--- src/rtl/dbg_pkg.sv ---
// Shared constants for the uart debug command engine: frame opcodes, reply bytes
// and the FSM state encoding.
package dbg_pkg;

  localparam logic [7:0] OP_WRITE = 8'h57;  // 'W'
  localparam logic [7:0] OP_READ  = 8'h52;  // 'R'
  localparam logic [7:0] RSP_OK   = 8'h4B;  // 'K'
  localparam logic [7:0] RSP_BAD  = 8'h3F;  // '?'

  typedef logic [2:0] state_t;

  localparam state_t S_IDLE     = 3'd0;
  localparam state_t S_GET_ADDR = 3'd1;
  localparam state_t S_GET_DATA = 3'd2;
  localparam state_t S_EXEC     = 3'd3;
  localparam state_t S_RD_WAIT  = 3'd4;
  localparam state_t S_TX_START = 3'd5;
  localparam state_t S_TX_WAIT  = 3'd6;

  function automatic logic is_known_op(input logic [7:0] op);
    return (op == OP_WRITE) || (op == OP_READ);
  endfunction

endpackage

--- src/rtl/uart_cmd_engine.sv ---
// Debug command engine: assembles uart bytes into W/R frames, runs one register
// bus access per frame and answers every completed frame with one uart byte.
module uart_cmd_engine
  import dbg_pkg::*;
#(
  parameter int ADDR_W      = 8,
  parameter int TIMEOUT_CYC = 120000
) (
  input  logic              clk,
  input  logic              rst,
  input  logic              received,
  input  logic [7:0]        rx_byte,
  input  logic              recv_error,
  input  logic              is_transmitting,
  output logic              transmit,
  output logic [7:0]        tx_byte,
  output logic [ADDR_W-1:0] reg_addr,
  output logic [7:0]        reg_wdata,
  output logic              reg_we,
  output logic              reg_re,
  input  logic [7:0]        reg_rdata,
  output logic              overrun,
  output logic              timeout_err
);

  localparam int TW = $clog2(TIMEOUT_CYC + 1);

  // Handshake: received/recv_error and transmit/reg_we/reg_re are single-cycle
  // strobes with no back-pressure; is_transmitting is the only flow control and
  // transmit fires only in a cycle where it is low.

  state_t            state_q, state_d;
  logic [7:0]        op_q, op_d;
  logic [ADDR_W-1:0] addr_q, addr_d;
  logic [7:0]        wdata_q, wdata_d;
  logic [7:0]        tx_byte_q, tx_byte_d;
  logic [TW-1:0]     tmo_q, tmo_d;
  logic [1:0]        hold_q, hold_d;
  logic              overrun_q, overrun_d;
  logic              tmo_err_q, tmo_err_d;

  logic rx_ok;
  logic in_frame;
  logic tmo_hit;
  logic busy_state;

  assign rx_ok      = received & ~recv_error;
  assign in_frame   = (state_q == S_GET_ADDR) || (state_q == S_GET_DATA);
  assign tmo_hit    = in_frame && (tmo_q == TW'(TIMEOUT_CYC));
  assign busy_state = (state_q == S_EXEC) || (state_q == S_RD_WAIT) ||
                      (state_q == S_TX_START) || (state_q == S_TX_WAIT);

  always_comb begin
    state_d   = state_q;
    op_d      = op_q;
    addr_d    = addr_q;
    wdata_d   = wdata_q;
    tx_byte_d = tx_byte_q;
    hold_d    = hold_q;
    overrun_d = overrun_q | (rx_ok & busy_state);
    tmo_err_d = tmo_err_q;
    tmo_d     = (received || !in_frame || tmo_hit) ? '0 : tmo_q + TW'(1);

    case (state_q)
      S_IDLE: begin
        if (rx_ok) begin
          op_d = rx_byte;
          if (is_known_op(rx_byte)) begin
            state_d = S_GET_ADDR;
          end else begin
            tx_byte_d = RSP_BAD;
            state_d   = S_TX_START;
          end
        end
      end
      S_GET_ADDR, S_GET_DATA: begin
        // A byte landing on the timeout cycle still counts as arriving in time.
        if (recv_error) begin
          state_d = S_IDLE;
        end else if (received) begin
          if (state_q == S_GET_ADDR) begin
            addr_d  = rx_byte[ADDR_W-1:0];
            state_d = (op_q == OP_WRITE) ? S_GET_DATA : S_EXEC;
          end else begin
            wdata_d = rx_byte;
            state_d = S_EXEC;
          end
        end else if (tmo_hit) begin
          tmo_err_d = 1'b1;
          state_d   = S_IDLE;
        end
      end
      S_EXEC: begin
        if (op_q == OP_WRITE) begin
          tx_byte_d = RSP_OK;
          state_d   = S_TX_START;
        end else begin
          state_d = S_RD_WAIT;
        end
      end
      S_RD_WAIT: begin
        tx_byte_d = reg_rdata;
        state_d   = S_TX_START;
      end
      S_TX_START: begin
        if (!is_transmitting) begin
          hold_d  = 2'd2;
          state_d = S_TX_WAIT;
        end
      end
      S_TX_WAIT: begin
        // The uart raises is_transmitting a little after the strobe, so its
        // low level is not trusted for the first two cycles.
        if (hold_q != 2'd0) begin
          hold_d = hold_q - 2'd1;
        end else if (!is_transmitting) begin
          state_d = S_IDLE;
        end
      end
      default: state_d = S_IDLE;
    endcase
  end

  always_ff @(posedge clk or posedge rst) begin
    if (rst) begin
      state_q   <= S_IDLE;
      op_q      <= '0;
      addr_q    <= '0;
      wdata_q   <= '0;
      tx_byte_q <= '0;
      tmo_q     <= '0;
      hold_q    <= '0;
      overrun_q <= 1'b0;
      tmo_err_q <= 1'b0;
    end else begin
      state_q   <= state_d;
      op_q      <= op_d;
      addr_q    <= addr_d;
      wdata_q   <= wdata_d;
      tx_byte_q <= tx_byte_d;
      tmo_q     <= tmo_d;
      hold_q    <= hold_d;
      overrun_q <= overrun_d;
      tmo_err_q <= tmo_err_d;
    end
  end

  assign transmit    = (state_q == S_TX_START) && !is_transmitting;
  assign tx_byte     = tx_byte_q;
  assign reg_addr    = addr_q;
  assign reg_wdata   = wdata_q;
  assign reg_we      = (state_q == S_EXEC) && (op_q == OP_WRITE);
  assign reg_re      = (state_q == S_EXEC) && (op_q != OP_WRITE);
  assign overrun     = overrun_q;
  assign timeout_err = tmo_err_q;

endmodule

--- config.mk ---
export PLATFORM = sky130hd
export DESIGN_NAME = uart_cmd_engine
export DESIGN_NICKNAME = d
export VERILOG_FILES = /design/src/rtl/dbg_pkg.sv /design/src/rtl/uart_cmd_engine.sv
export SDC_FILE = /design/constraint.sdc
export NUM_CORES = 1
export LEC_CHECK = 0
export ABC_AREA = 0
export CAP_MARGIN = 20
export CORE_MARGIN = 3
export CORE_UTILIZATION = 54
export CTS_BUF_LIST = sky130_fd_sc_hd__clkbuf_4 sky130_fd_sc_hd__clkbuf_8 sky130_fd_sc_hd__clkbuf_16
export CTS_CLUSTER_DIAMETER = 30
export DETAILED_ROUTE_END_ITERATION = 6
export PLACE_DENSITY = 0.83
export SLEW_MARGIN = 25
export SYNTH_ARGS = -nofsm -noshare
export SYNTH_HDL_FRONTEND = slang
export SYNTH_SLANG_ARGS = --single-unit
--- constraint.sdc ---
create_clock -name clk -period 2.9 [get_ports clk]
set_input_delay 0.725 -clock clk [delete_from_list [all_inputs] [get_ports clk]]
set_output_delay 0.725 -clock clk [all_outputs]
set_load 0.05 [all_outputs]
After elaboration in Yosys (flattened, before gate mapping). Index checks and enable logic that the tools add are counted.

Register bits after elaboration: 56. Input port bits: 21. Word-level logic and storage cells: 81.

Add/sub/neg operators: 2. Equal/unequal tests: 19. Muxes and demuxes: 20. Bitwise gates (word level): 6. Reduce and logical (&&, ||, !) cells: 25.

Operators by type and width (count): == test 8 x 7 -> 1 bit (second input constant) (3); 2-to-1 mux 3 bit (8); 2-to-1 mux 8 bit (3); one-hot mux 8 bit (3 select lines) (1); one-hot mux 3 bit (6 select lines) (1); adder 17 x 1 -> 17 bit (second input constant) (1); == test 17 bit (second input constant) (1); 2-to-1 mux 17 bit (1); AND reduction 4 bit (4); inequality test 2 bit (second input constant) (6); == test 3 bit (second input constant) (3); inequality test 8 x 7 -> 1 bit (second input constant) (1); logical OR 1 bit (7); == test 3 x 2 -> 1 bit (second input constant) (2); AND reduction 5 bit (1); logical AND 1 bit (4); 2-to-1 mux 2 bit (2); inequality test 4 bit (second input constant) (1); one-hot mux 2 bit (2 select lines) (1); nonzero test 2 bit (2); == test 3 x 1 -> 1 bit (second input constant) (1); zero test 3 bit (1); 2-to-1 mux 1 bit (3); NOT 1 bit (3); other kinds (9) (11).

Longest topological paths before layout. Gate-level depths: netlist of the first run.

Depth after elaboration: 7. Depth in mapped cells: 8. Gate-level depth less buffers: 7.

Least setup slack after synthesis of the first run. No wires, ideal clock.

Path kind: register to output. Start point: reg state_q[2]. End point: out reg_re. Arrival time: 1.341 ns. Data required time: 2.175 ns. Slack: 0.834 ns. Cell stages (with the launch flop): 4. Buffers on the path: 0. Cell sequence: dfrtp_1 and2b_2 nand2_1 nor2_1.

Word-level cells in the longest chain between the ends: 2.

RTL lines: start, declared (RTL line uart_cmd_engine.sv:32) `state_t state_q, state_d;`; start signal, assigned (RTL line uart_cmd_engine.sv:136) `state_q <= state_d;`; == test 3 x 2 -> 1 bit (RTL line uart_cmd_engine.sv:153) `assign reg_re = (state_q == S_EXEC) && (op_q != OP_WRITE);`; logical AND 1 bit (RTL line uart_cmd_engine.sv:153); end, declared (RTL line uart_cmd_engine.sv:20) `output logic reg_re,`.

Every way passes these cells.

Worst setup path after layout of the first run.
Start point: reg state_q[1]. End point: out reg_re.

The elaborated chain is that of the path after synthesis.

==> impl_results.md, run 1 <==
* Initial antenna violation count at 0
* Final Hold Fails at 0
* Total negative slack at 0 ns
* Post-synth EDFFs at 0
* Netlist cell types at 44
* Post-synth ARST share at between 90% and 100%
* RSZ-0062 raised after global routing: false
* Compound-gate portion of the synthesized area at 4.718%
* # clock sinks at 56
* CP Max Fanout at 8
* Post-synth top flop: dfrtp_1
* Largest net degree at the start of global routing at 57
* Post-cts resize count at 0
* Mapped cell area at 2599 um2
* Simple logic cell fraction of the synthesized area at 21.23%
* CP Launch Type: flip-flop
* DR DRC count at 0
* Drt via density at around 5.6
* DRT Pass-1 Iters at 4
* Met3 Wirelength at roughly 340 um
* Slowest CP cell: clkdlybuf4s50_1
* Met2 WL at ~2300 um
* Yosys reg bits at 56
* Buffer depth of the longest clock path at 2
* WHS at 0.4731 ns
* Hold Path Class: flip-flop to flip-flop
* Status: finished, final reports clean
* Mux share of post-synthesis cell area at between 10% and 20%
* Crit path cell chain: and2b_2, nand2_1, nor2_1, clkdlybuf4s50_1
* Arrival time worst endpoint at about 2.0 ns
* Total grt overflow at 0
* ANT nets after route at 0
* Final Max Tran Viols at 0
* Worst path bufs/invs at 1
* Root Buffer: clkbuf_8
* Min Tclk post-route at 2.703 ns
* Area of the core at ~4500 um2
* Setup crit start: state_q[1]
* Fill cells at 319
* PD cells at roughly 960 nW/um2
* Fmax at around 370 MHz
* # IOs at 50
* Syn-to-layout area delta at 24.75%
* Fin worst setup slack at 0.1974 ns
* Hold path start: overrun
* Cell taking the most area after synthesis: dfrtp_1
* Worst Setup Path Type: flip-flop to output port
* Count of final setup violators at 0
* Rows at 24
* Adder-cell area share of the yosys netlist at about 1.4%
* Routed wire length per instance at about 15 um
* Ant. Diodes at 0
* Worst r2r src: tmo_q[0]
* IR drop worst, VDD at 0.0006576 V
* Share of post-route cells with drive strength above 1 at between 10% and 20%
* Final Power at 3.107 mW
* Synthesis Warnings at 0
* Starting density of the core at between 50 and 60%
* Top Layer Used: met4
* Worst Path Required at around 2.2 ns
* Cell family with most CP delay: buffers and inverters
* Avg Cell Area, Syn at 11.15 um2
* Clk Latency, worst-skew pair at just over 0.3 ns
* Sequential fraction of the synthesis area at a little over half
* H-tree depth at 2
* Area contributors post-synth: dfrtp_1 (54%), mux2_2 (10%), nor2_1 (5.1%), nand3_1 (3.3%), xnor2_1 (3.0%)
* First-pass GRT wire length at about 8500 um
* CTS Buf Count at 5
* Fin crit share at between 90 and 100%
* Pre-CTS setup slack at between 0.3 and 0.4 ns
* Post-CTS Setup Inserts at 0
* Nets at just over 300
* Max_cap viols at 0
* Number of global-route vias before repair at ~1800
* Wire length on met1 at approximately 2400 um
* CTS clk-pin slew, worst paths at about 0.09 ns
* Hold-fix buffers at CTS at 0
* Die width at approximately 75 um
* Die area at approximately 5700 um2
* Routed via count at around 1900
* Worst path max stage delay at roughly 0.8 ns
* Crit path capture type: output port
* CTS tree: done
* Synth Area in XOR/XNOR at 5.392%
* Pin slew with the least headroom to its limit at between 0.5 and 0.6 ns
* Leakage power at 1.386 nW
* DP HPWL at between 3000 and 4000 um
* Port Buffers at a little under 50
* Relative slew slack at between 60% and 70%
* Total track usage at 19.48%
* Gpl congestion at between 0.8 and 0.9
* Detailed Route WL at approximately 5000 um
* Largest family of logic cells by synthesized area: simple AND/OR/NAND/NOR gates
* Mapped Cells at around 230
* Fin Clk Skew at 0.009860 ns
* Initial DRC count at 210
* Die Y at about 75 um
* Area share of the largest cell type after synthesis at ~54%
* Syn Nets at ~260
==> path summary, 6_finish.rpt <==
check	to	slack (ns)	cells after the start
setup / recovery	reg_re	0.20	4
hold / removal	overrun	0.47	1
setup reg to reg	state_q[0]	0.80	7
hold reg to reg	overrun	0.47	1
max in group asynchronous	reg_wdata[2]	1.87	3
min in group asynchronous	tmo_q[8]	0.78	3
==> routing by layer <==
metal | vias to the layer above | global-route usage [%]
met4 | 0 | 6.214
li1 | 904 | -
met1 | 906 | 27.82
met3 | 6 | 4.749
met2 | 69 | 29.63
met5 | - | 0
==> per-stage QoR <==
stage,util (%),cells,cell area [um2]
2_1_floorplan,-,233,2599
6_report,71.97,339,3242
3_3_place_gp,69.81,331,3144
4_1_cts,71.97,339,3242
5_1_grt,71.97,339,3242
3_5_place_dp,69.81,331,3144
==> layout make-up <==
class | count | area, um2 | share of cell area [%]
clock buffers | 7 | 90.09 | 2.779
clock inverters | 1 | 7.507 | 0.2316
inverters | 8 | 30.03 | 0.9263
multi-input cells | 164 | 1122 | 34.62
flip-flops and latches | 56 | 1401 | 43.23
well taps | 52 | 65.06 | 2.007
repair buffers | 51 | 525.5 | 16.21
==> synth_stat cells (3+ instances only) <==
| master | n |
|---|---|
| o21ai_0 | 4 |
| a21oi_1 | 5 |
| inv_1 | 8 |
| nand2_1 | 17 |
| nand4_1 | 3 |
| nor2_1 | 35 |
| xnor2_1 | 9 |
| and2_1 | 3 |
| nand3_1 | 17 |
| dfrtp_1 | 56 |
| xor2_1 | 7 |
| ha_1 | 3 |
| and2b_2 | 3 |
| mux2_2 | 24 |
==> logic make-up (layout without fill, tap and decap cells) <==
logic type / count (synthesis) / count (layout)
fa+ha+maj: 3 / 3
mux: 24 / 24
buf+inv: 13 / 67
flops: 56 / 56
compound gates: 18 / 18
simple gates: 103 / 103
xor+xnor: 16 / 16
==> flip-flops by register name, summed over array words and instances (netlist names) <==
signal	flops
reg_addr	8
op_q	8
tx_byte	8
hold_q	2
overrun	1
reg_wdata	8
timeout_err	1
state_q	3
tmo_q	17
==> cells in the final DEF (no fill, tap or decap), drive strengths merged, types with 4 or more instances in the layout <==
master / n
xnor2: 9
buf: 4
nor2: 35
xor2: 7
and2: 4
o21ai: 4
nand2: 17
clkdlybuf4s50: 47
dfrtp: 56
mux2: 24
nand3: 17
clkbuf: 7
a21oi: 5
inv: 8
==> where the power goes <==
group | switching, mW | leakage, nW | total [mW] | internal, mW
logic | 0.917 | 0.627 | 1.50 | 0.581
clock network | 0.236 | 0.0479 | 0.440 | 0.204
registers | 0.146 | 0.711 | 1.17 | 1.02
total | 1.30 | 1.39 | 3.11 | 1.81
No activity file was read; power rests on OpenSTA's default activity.
==> inputs of run 2 (changes only) <==
CORE_UTILIZATION = 35   (was 54)
PLACE_DENSITY = default   (was 0.83)
SETUP_SLACK_MARGIN = 0.15   (was default)
==> run 2 against run 1 <==
Core utilization shrank 25 points. Clock power up 2%. Sequential power hardly changed. Final cell count is 13% higher. Clock-buffer cell count down 1. Highest routed layer unchanged.
==> impl_results.md, run 2 (same netlist as run 1, synthesis figures left out) <==
* Status: finished, final reports clean (unchanged)
* # clock sinks at 56 (unchanged)
* Nets at 311 (was 310)
* Buffer depth of the longest clock path at 2 (unchanged)
* Initial DRC count at 77 (was 210)
* Non-Filler Instances at 384 (was 339)
* CTS Buf Count at 5 (unchanged)
* Gpl congestion at 0.8745 (was 0.8689)
* Pint at 1.804 mW (was 1.808 mW)
* Share of post-route cells with drive strength above 1 at 17.36% (was 17.07%)
* Starting density of the core at 37.22% (was 57.69%)
* Sw frac at 42.28% (was 41.80%)
* Placed Instances at 376 (was 331)
* PD cells at 946.8 nW/um2 (was 958.3 nW/um2)
* DR DRC count at 0 (unchanged)
* Fin worst setup slack at 0.4507 ns (was 0.1974 ns)
* Total track usage at 13.72% (was 19.48%)
* Syn-to-layout area delta at 27.06% (was 24.75%)
* RSZ-0062 raised after global routing: false (unchanged)
* Max_cap viols at 0 (unchanged)
* Total grt overflow at 0 (unchanged)
* Min Tclk post-route at 2.449 ns (was 2.703 ns)
* WHS at 0.4809 ns (was 0.4731 ns)
* Most used routing layer: met2 (unchanged)
* Die area at 8495 um2 (was 5681 um2)
* Arrival time worst endpoint at 1.72 ns (was 1.98 ns)
* Final Hold Fails at 0 (unchanged)
* Comb power frac at 48.3% (was 48.2%)
* DP HPWL at 3984 um (was 3637 um)
* Largest net degree at the start of global routing at 57 (unchanged)
* Hold Path Class: flip-flop to flip-flop (unchanged)
* Area of the core at 6982 um2 (was 4504 um2)
* Fin crit share at 84.46% (was 93.19%)
* Met2 Use GR at 22.26% (was 29.63%)
* H-tree depth at 2 (unchanged)
* Ant. Diodes at 0 (unchanged)
* Power share of the clock group at 14.4% (was 14.2%)
* Number of global-route vias before repair at 1915 (was 1818)
* Leakage power at 1.400 nW (was 1.386 nW)
* Most common cell after layout, fill and taps aside: dfrtp_1 (unchanged)
* Pin slew with the least headroom to its limit at 0.5144 ns (was 0.5345 ns)
* Fmax at 408.3 MHz (was 370.0 MHz)
* Worst path bufs/invs at 1 (unchanged)
* Detailed Route WL at 5458 um (was 5041 um)
* Sw Pwr at 1.322 mW (was 1.299 mW)
* DRT Pass-1 Iters at 4 (unchanged)
* Pre-CTS setup slack at 0.2729 ns (was 0.3533 ns)
* Seq pwr share at 37.3% (was 37.6%)
* Drt via density at 4.932 (was 5.560)
* M3 GR Usage at 3.363% (was 4.749%)
* # IOs at 50 (unchanged)
* Worst Setup Path Type: flip-flop to output port (unchanged)
* CTS clk-pin slew, worst paths at 0.10 ns (was 0.09 ns)
* Crit path capture type: output port (unchanged)
* Total negative slack at 0 ns (unchanged)
* CP Max Fanout at 4 (was 8)
* Reg with most FFs: tmo_q (unchanged)
* Die Y at 92.17 um (was 75.37 um)
* IR drop worst, VDD at 0.0005192 V (was 0.0006576 V)
* Max reg flops at 17 (unchanged)
* Met1 GRT Util at 18.16% (was 27.82%)
* Crit path cell chain: and2b_2, nand2_1, nor2_1, dlygate4sd2_1 (was and2b_2, nand2_1, nor2_1, clkdlybuf4s50_1)
* Slowest CP cell: dlygate4sd2_1 (was clkdlybuf4s50_1)
* CTS tree: done (unchanged)
* Cell family with most CP delay: buffers and inverters (unchanged)
* ANT nets after route at 0 (unchanged)
* Routed via count at 1894 (was 1885)
* Routed wire length per instance at 14.21 um (was 14.87 um)
* CP Launch Type: flip-flop (unchanged)
* Relative slew slack at 65.60% (was 64.26%)
* Worst path max stage delay at 0.55 ns (was 0.81 ns)
* Initial antenna violation count at 0 (unchanged)
* Die width at 92.17 um (was 75.37 um)
* First-pass GRT wire length at 9508 um (was 8487 um)
* Worst Path Required at 2.17 ns (about the same)
* Final Max Tran Viols at 0 (unchanged)
* Rows at 30 (was 24)
* Fin Clk Skew at 0.01180 ns (was 0.009860 ns)
* Most frequent cells in the layout: dfrtp_1 (56), clkdlybuf4s50_1 (46), nor2_1 (35) (was dfrtp_1 (56), clkdlybuf4s50_1 (47), nor2_1 (35))
* Count of final setup violators at 0 (unchanged)
* Port Buffers at 49 (unchanged)
* Clk Latency, worst-skew pair at 0.30 ns (was 0.31 ns)
* Root Buffer: clkbuf_8 (unchanged)
[run 2: area by class of cell]
class                   count  area (um2)
inverters                   8       30.03
clock inverters             2       13.76
clock buffers               6       82.58
fillers                   685        3680
repair buffers             52       531.8
well taps                  96       120.1
multi-input cells         164        1122
flip-flops and latches     56        1401
[run 2: final timing paths]
kind	start	end	slack (ns)	cells after the start
worst max-delay path	state_q[2]	reg_re	0.45	4
worst min register to register	timeout_err	timeout_err	0.48	1
max in group asynchronous	rst	tmo_q[5]	1.87	3
worst max register to register	tmo_q[0]	state_q[0]	0.83	7
worst min-delay path	timeout_err	timeout_err	0.48	1
min in group asynchronous	rst	reg_wdata[6]	0.76	3
[run 2: timing repair]
action | CTS | global route
setup endpoints to repair | 1 | 0
endpoints found under the hold margin | 0 | 0
setup buffers | 0 | 0
gates resized for setup | 1 | 0
hold buffers | 0 | 0
[run 2: power groups by stage]
stage / registers (mW) / clock network (mW) / logic, mW
2_1_floorplan: 1.68 / 0 / 0.556
3_3_place_gp: 1.17 / 0 / 1.51
3_5_place_dp: 1.18 / 0 / 1.52
4_1_cts: 1.17 / 0.474 / 1.53
5_1_grt: 1.20 / 0.505 / 1.63
6_report: 1.17 / 0.451 / 1.51
[run 2: worst register-to-register path, delay by kind of cell (launching register included)]
kind / cells / cell delay [ns]
adder cells (fa/ha/maj): 1 / 0.13
flip-flops: 1 / 0.45
buffers and inverters: 1 / 0.09
AO/OA/AOI/OAI: 1 / 0.36
AND/OR/NAND/NOR: 4 / 0.95
[run 2: layer usage]
metal | vias up | wire length (um)
met2 | 54 | 2625
met3 | 4 | 311
met1 | 931 | 2477
li1 | 905 | -
met4 | 0 | 45
met5 | - | 0
[run 2: metrics by stage]
stage | instance area [um2] | utilization (%) | power, mW
after floorplan | 2599 | - | 2.234
after global placement | 3207 | 45.93 | 2.681
after detailed placement | 3207 | 45.93 | 2.707
after CTS | 3302 | 47.29 | 3.167
after global routing | 3302 | 47.29 | 3.327
final | 3302 | 47.29 | 3.126
==> inputs of run 3 (changes only) <==
clock period = 2.1 ns   (was 2.9 ns; I/O delays follow)
==> run 3 against run 2 <==
Critical path depth is 3 higher. Sequential power is 35% higher. Sequential share of layout area is 2.7 points lower. Combinational power is 38% higher. Register-to-register slack worse by 0.70 ns. Non-clock buffer count is 28 higher. Critical path type is now flip-flop to flip-flop. Setup slack worse by 0.32 ns. Core utilization is 3.3 points higher. Final cell count is 7.3% higher. Via count is 2.6% higher. Hold slack worse by 0.017 ns. Die area stayed put. Highest routed layer unchanged.
==> impl_results.md, run 3 (same netlist as run 1, synthesis figures left out) <==
* Status: finished, final reports clean (unchanged)
* DR DRC count at 0 (unchanged)
* Die area at 8495 um2 (unchanged)
* Leakage power at 1.607 nW (was 1.400 nW)
* Total grt overflow at 0 (unchanged)
* Worst Path Required at 2.30 ns (was 2.17 ns)
* Max reg flops at 17 (unchanged)
* Most common cell after layout, fill and taps aside: dfrtp_1 (unchanged)
* Pre-CTS setup slack at -0.1217 ns (was 0.2729 ns)
* Ant. Diodes at 0 (unchanged)
* Placed Instances at 392 (was 376)
* DP HPWL at 4055 um (was 3984 um)
* Comb power frac at 48.6% (was 48.3%)
* Most frequent cells in the layout: dfrtp_1 (54), nor2_1 (34), buf_4 (30) (was dfrtp_1 (56), clkdlybuf4s50_1 (46), nor2_1 (35))
* Util after Layout at 50.56% (was 47.29%)
* Crit path cell chain: inv_1, ha_1, or4bb_4, nor4_4, or3_1, nand3_1, a221o_1 (was and2b_2, nand2_1, nor2_1, dlygate4sd2_1)
* Fin Clk Skew at 0.009228 ns (was 0.01180 ns)
* Relative slew slack at 65.52% (was 65.60%)
* DRT Pass-1 Iters at 4 (unchanged)
* ANT nets after route at 0 (unchanged)
* Root Buffer: clkbuf_8 (unchanged)
* PD cells at 1220 nW/um2 (was 946.8 nW/um2)
* # IOs at 50 (unchanged)
* Largest net degree at the start of global routing at 57 (unchanged)
* Rows at 30 (unchanged)
* Worst path max stage delay at 0.47 ns (was 0.55 ns)
* Sw Pwr at 1.847 mW (was 1.322 mW)
* H-tree depth at 2 (unchanged)
* Routed via count at 1944 (was 1894)
* Nets at 339 (was 311)
* Min Tclk post-route at 1.968 ns
* Number of global-route vias before repair at 1970 (was 1915)
* Clk Latency, worst-skew pair at 0.31 ns (was 0.30 ns)
* Area of the core at 6982 um2 (unchanged)
* Fin crit share at a little over nine tenths
* Share of post-route cells with drive strength above 1 at 27.53% (was 17.36%)
* Hold Path Class: flip-flop to flip-flop (unchanged)
* Total negative slack at 0 ns (unchanged)
* Slowest CP cell: or4bb_4 (was dlygate4sd2_1)
* Detailed Route WL at 5714 um (was 5458 um)
* Fin worst setup slack at 0.1315 ns (was 0.4507 ns)
* Fill cells at 688 (was 685)
* CTS tree: done (unchanged)
* Reg with most FFs: tmo_q (unchanged)
* Worst Setup Path Type: flip-flop to flip-flop (was flip-flop to output port)
* Max_cap viols at 0 (unchanged)
* Non-Filler Instances at 412 (was 384)
* CP Max Fanout at 3 (was 4)
* Drt via density at 4.718 (was 4.932)
* RSZ-0062 raised after global routing: true (was false)
* CTS clk-pin slew, worst paths at 0.10 ns (about the same)
* Total track usage at 14.10% (was 13.72%)
* Top Layer Used: met4 (unchanged)
* Wire length on met1 at 2686 um (was 2477 um)
* # clock sinks at 56 (unchanged)
* Pin slew with the least headroom to its limit at 0.5192 ns (was 0.5144 ns)
* Fmax at 508.0 MHz
* Die width at 92.17 um (unchanged)
* Final Power at 4.306 mW (was 3.126 mW)
* Final Max Tran Viols at 0 (unchanged)
* Starting density of the core at 37.22% (unchanged)
* Met2 WL at 2676 um (was 2625 um)
* IR drop worst, VDD at 0.0007691 V (was 0.0005192 V)
* CTS Buf Count at 5 (unchanged)
* Seq pwr share at 36.7% (was 37.3%)
* Hold-fix buffers at CTS at 0 (unchanged)
* Buffer depth of the longest clock path at 2 (unchanged)
* Final Hold Fails at 0 (unchanged)
* First-pass GRT wire length at 9549 um (was 9508 um)
* Power share of the clock group at 14.7% (was 14.4%)
* Count of final setup violators at 0 (unchanged)
* Arrival time worst endpoint at 2.17 ns (was 1.72 ns)
* Met3 Wirelength at 291 um (was 311 um)
* Syn-to-layout area delta at 35.82% (was 27.06%)
* Sw frac at 42.88% (was 42.28%)
* Gpl congestion at 0.7955 (was 0.8745)
* Routed wire length per instance at 13.87 um (was 14.21 um)
* Port Buffers at 49 (unchanged)
* CP Launch Type: flip-flop (unchanged)
* Die Y at 92.17 um (unchanged)
* Initial antenna violation count at 0 (unchanged)
* Pint at 2.460 mW (was 1.804 mW)
* Crit path capture type: flip-flop (was output port)
* Initial DRC count at 67 (was 77)
[run 3: cell types whose count changed in the layout (fill, tap and decap cells not counted), sizes merged]
cell / change
buf: +29
clkdlybuf4s50: -27
dlygate4sd2: +25
clkbuf: +1
clkinv: -1
clkinvlp: +1
dlymetal6s2s: +1
inv: -1
[run 3: worst max-delay path: cells and delay by family, from the launching register on]
family          cells  cell delay [ns]
fa+ha+maj           1             0.15
compound gates      1             0.32
buf+inv             1             0.06
flops               1             0.39
simple gates        4             0.94
[run 3: area by class of cell]
class	instances	area, um2	share of cell area [%]
multi-input combinational	164	1142	32.36
clock buffer	7	90.09	2.552
clock inverter	1	7.507	0.2127
sequential	56	1404	39.77
tap	96	120.1	3.403
timing repair buffer	80	735.7	20.84
inverter	8	30.03	0.8508
[run 3: repair_timing]
| action | 4_1_cts | 5_1_grt |
|---|---|---|
| pin swaps | 4 | 1 |
| buffers inserted | 9 | 3 |
| setup endpoints to repair | 30 | 41 |
| resized for setup | 34 | 2 |
[run 3: final timing paths]
| check | cells past startpoint | startpoint | endpoint | slack (ns) |
|---|---|---|---|---|
| max | 7 | tmo_q[0] | state_q[0] | 0.13 |
| min | 1 | timeout_err | timeout_err | 0.46 |
| max reg2reg | 7 | tmo_q[0] | state_q[0] | 0.13 |
| min reg2reg | 1 | timeout_err | timeout_err | 0.46 |
| max in group asynchronous | 3 | rst | state_q[0] | 1.27 |
| min in group asynchronous | 3 | rst | op_q[6] | 0.57 |
[run 3: power by group through the flow]
| stage | Clock (mW) | Sequential (mW) | Combinational (mW) |
|---|---|---|---|
| after global routing | 0.682 | 1.63 | 2.24 |
| final | 0.631 | 1.58 | 2.09 |
| after detailed placement | 0 | 1.64 | 2.13 |
| after CTS | 0.651 | 1.59 | 2.09 |
| after floorplan | 0 | 2.32 | 0.768 |
| after global placement | 0 | 1.62 | 2.10 |
[run 3: per-stage QoR]
step | cell area [um2] | hold WS (ns)
after CTS | 3505 | 0.4721
after detailed placement | 3349 | 0.4532
after global placement | 3349 | 0.4446
after global routing | 3530 | 0.4947
after floorplan | 2599 | 0.4536
final | 3530 | 0.4637
[run 3: per-layer routing]
layer,up-vias,GRT usage [%]
li1,959,-
met1,936,18.41
met2,45,23.11
met3,4,3.610
met4,0,4.084
met5,-,0
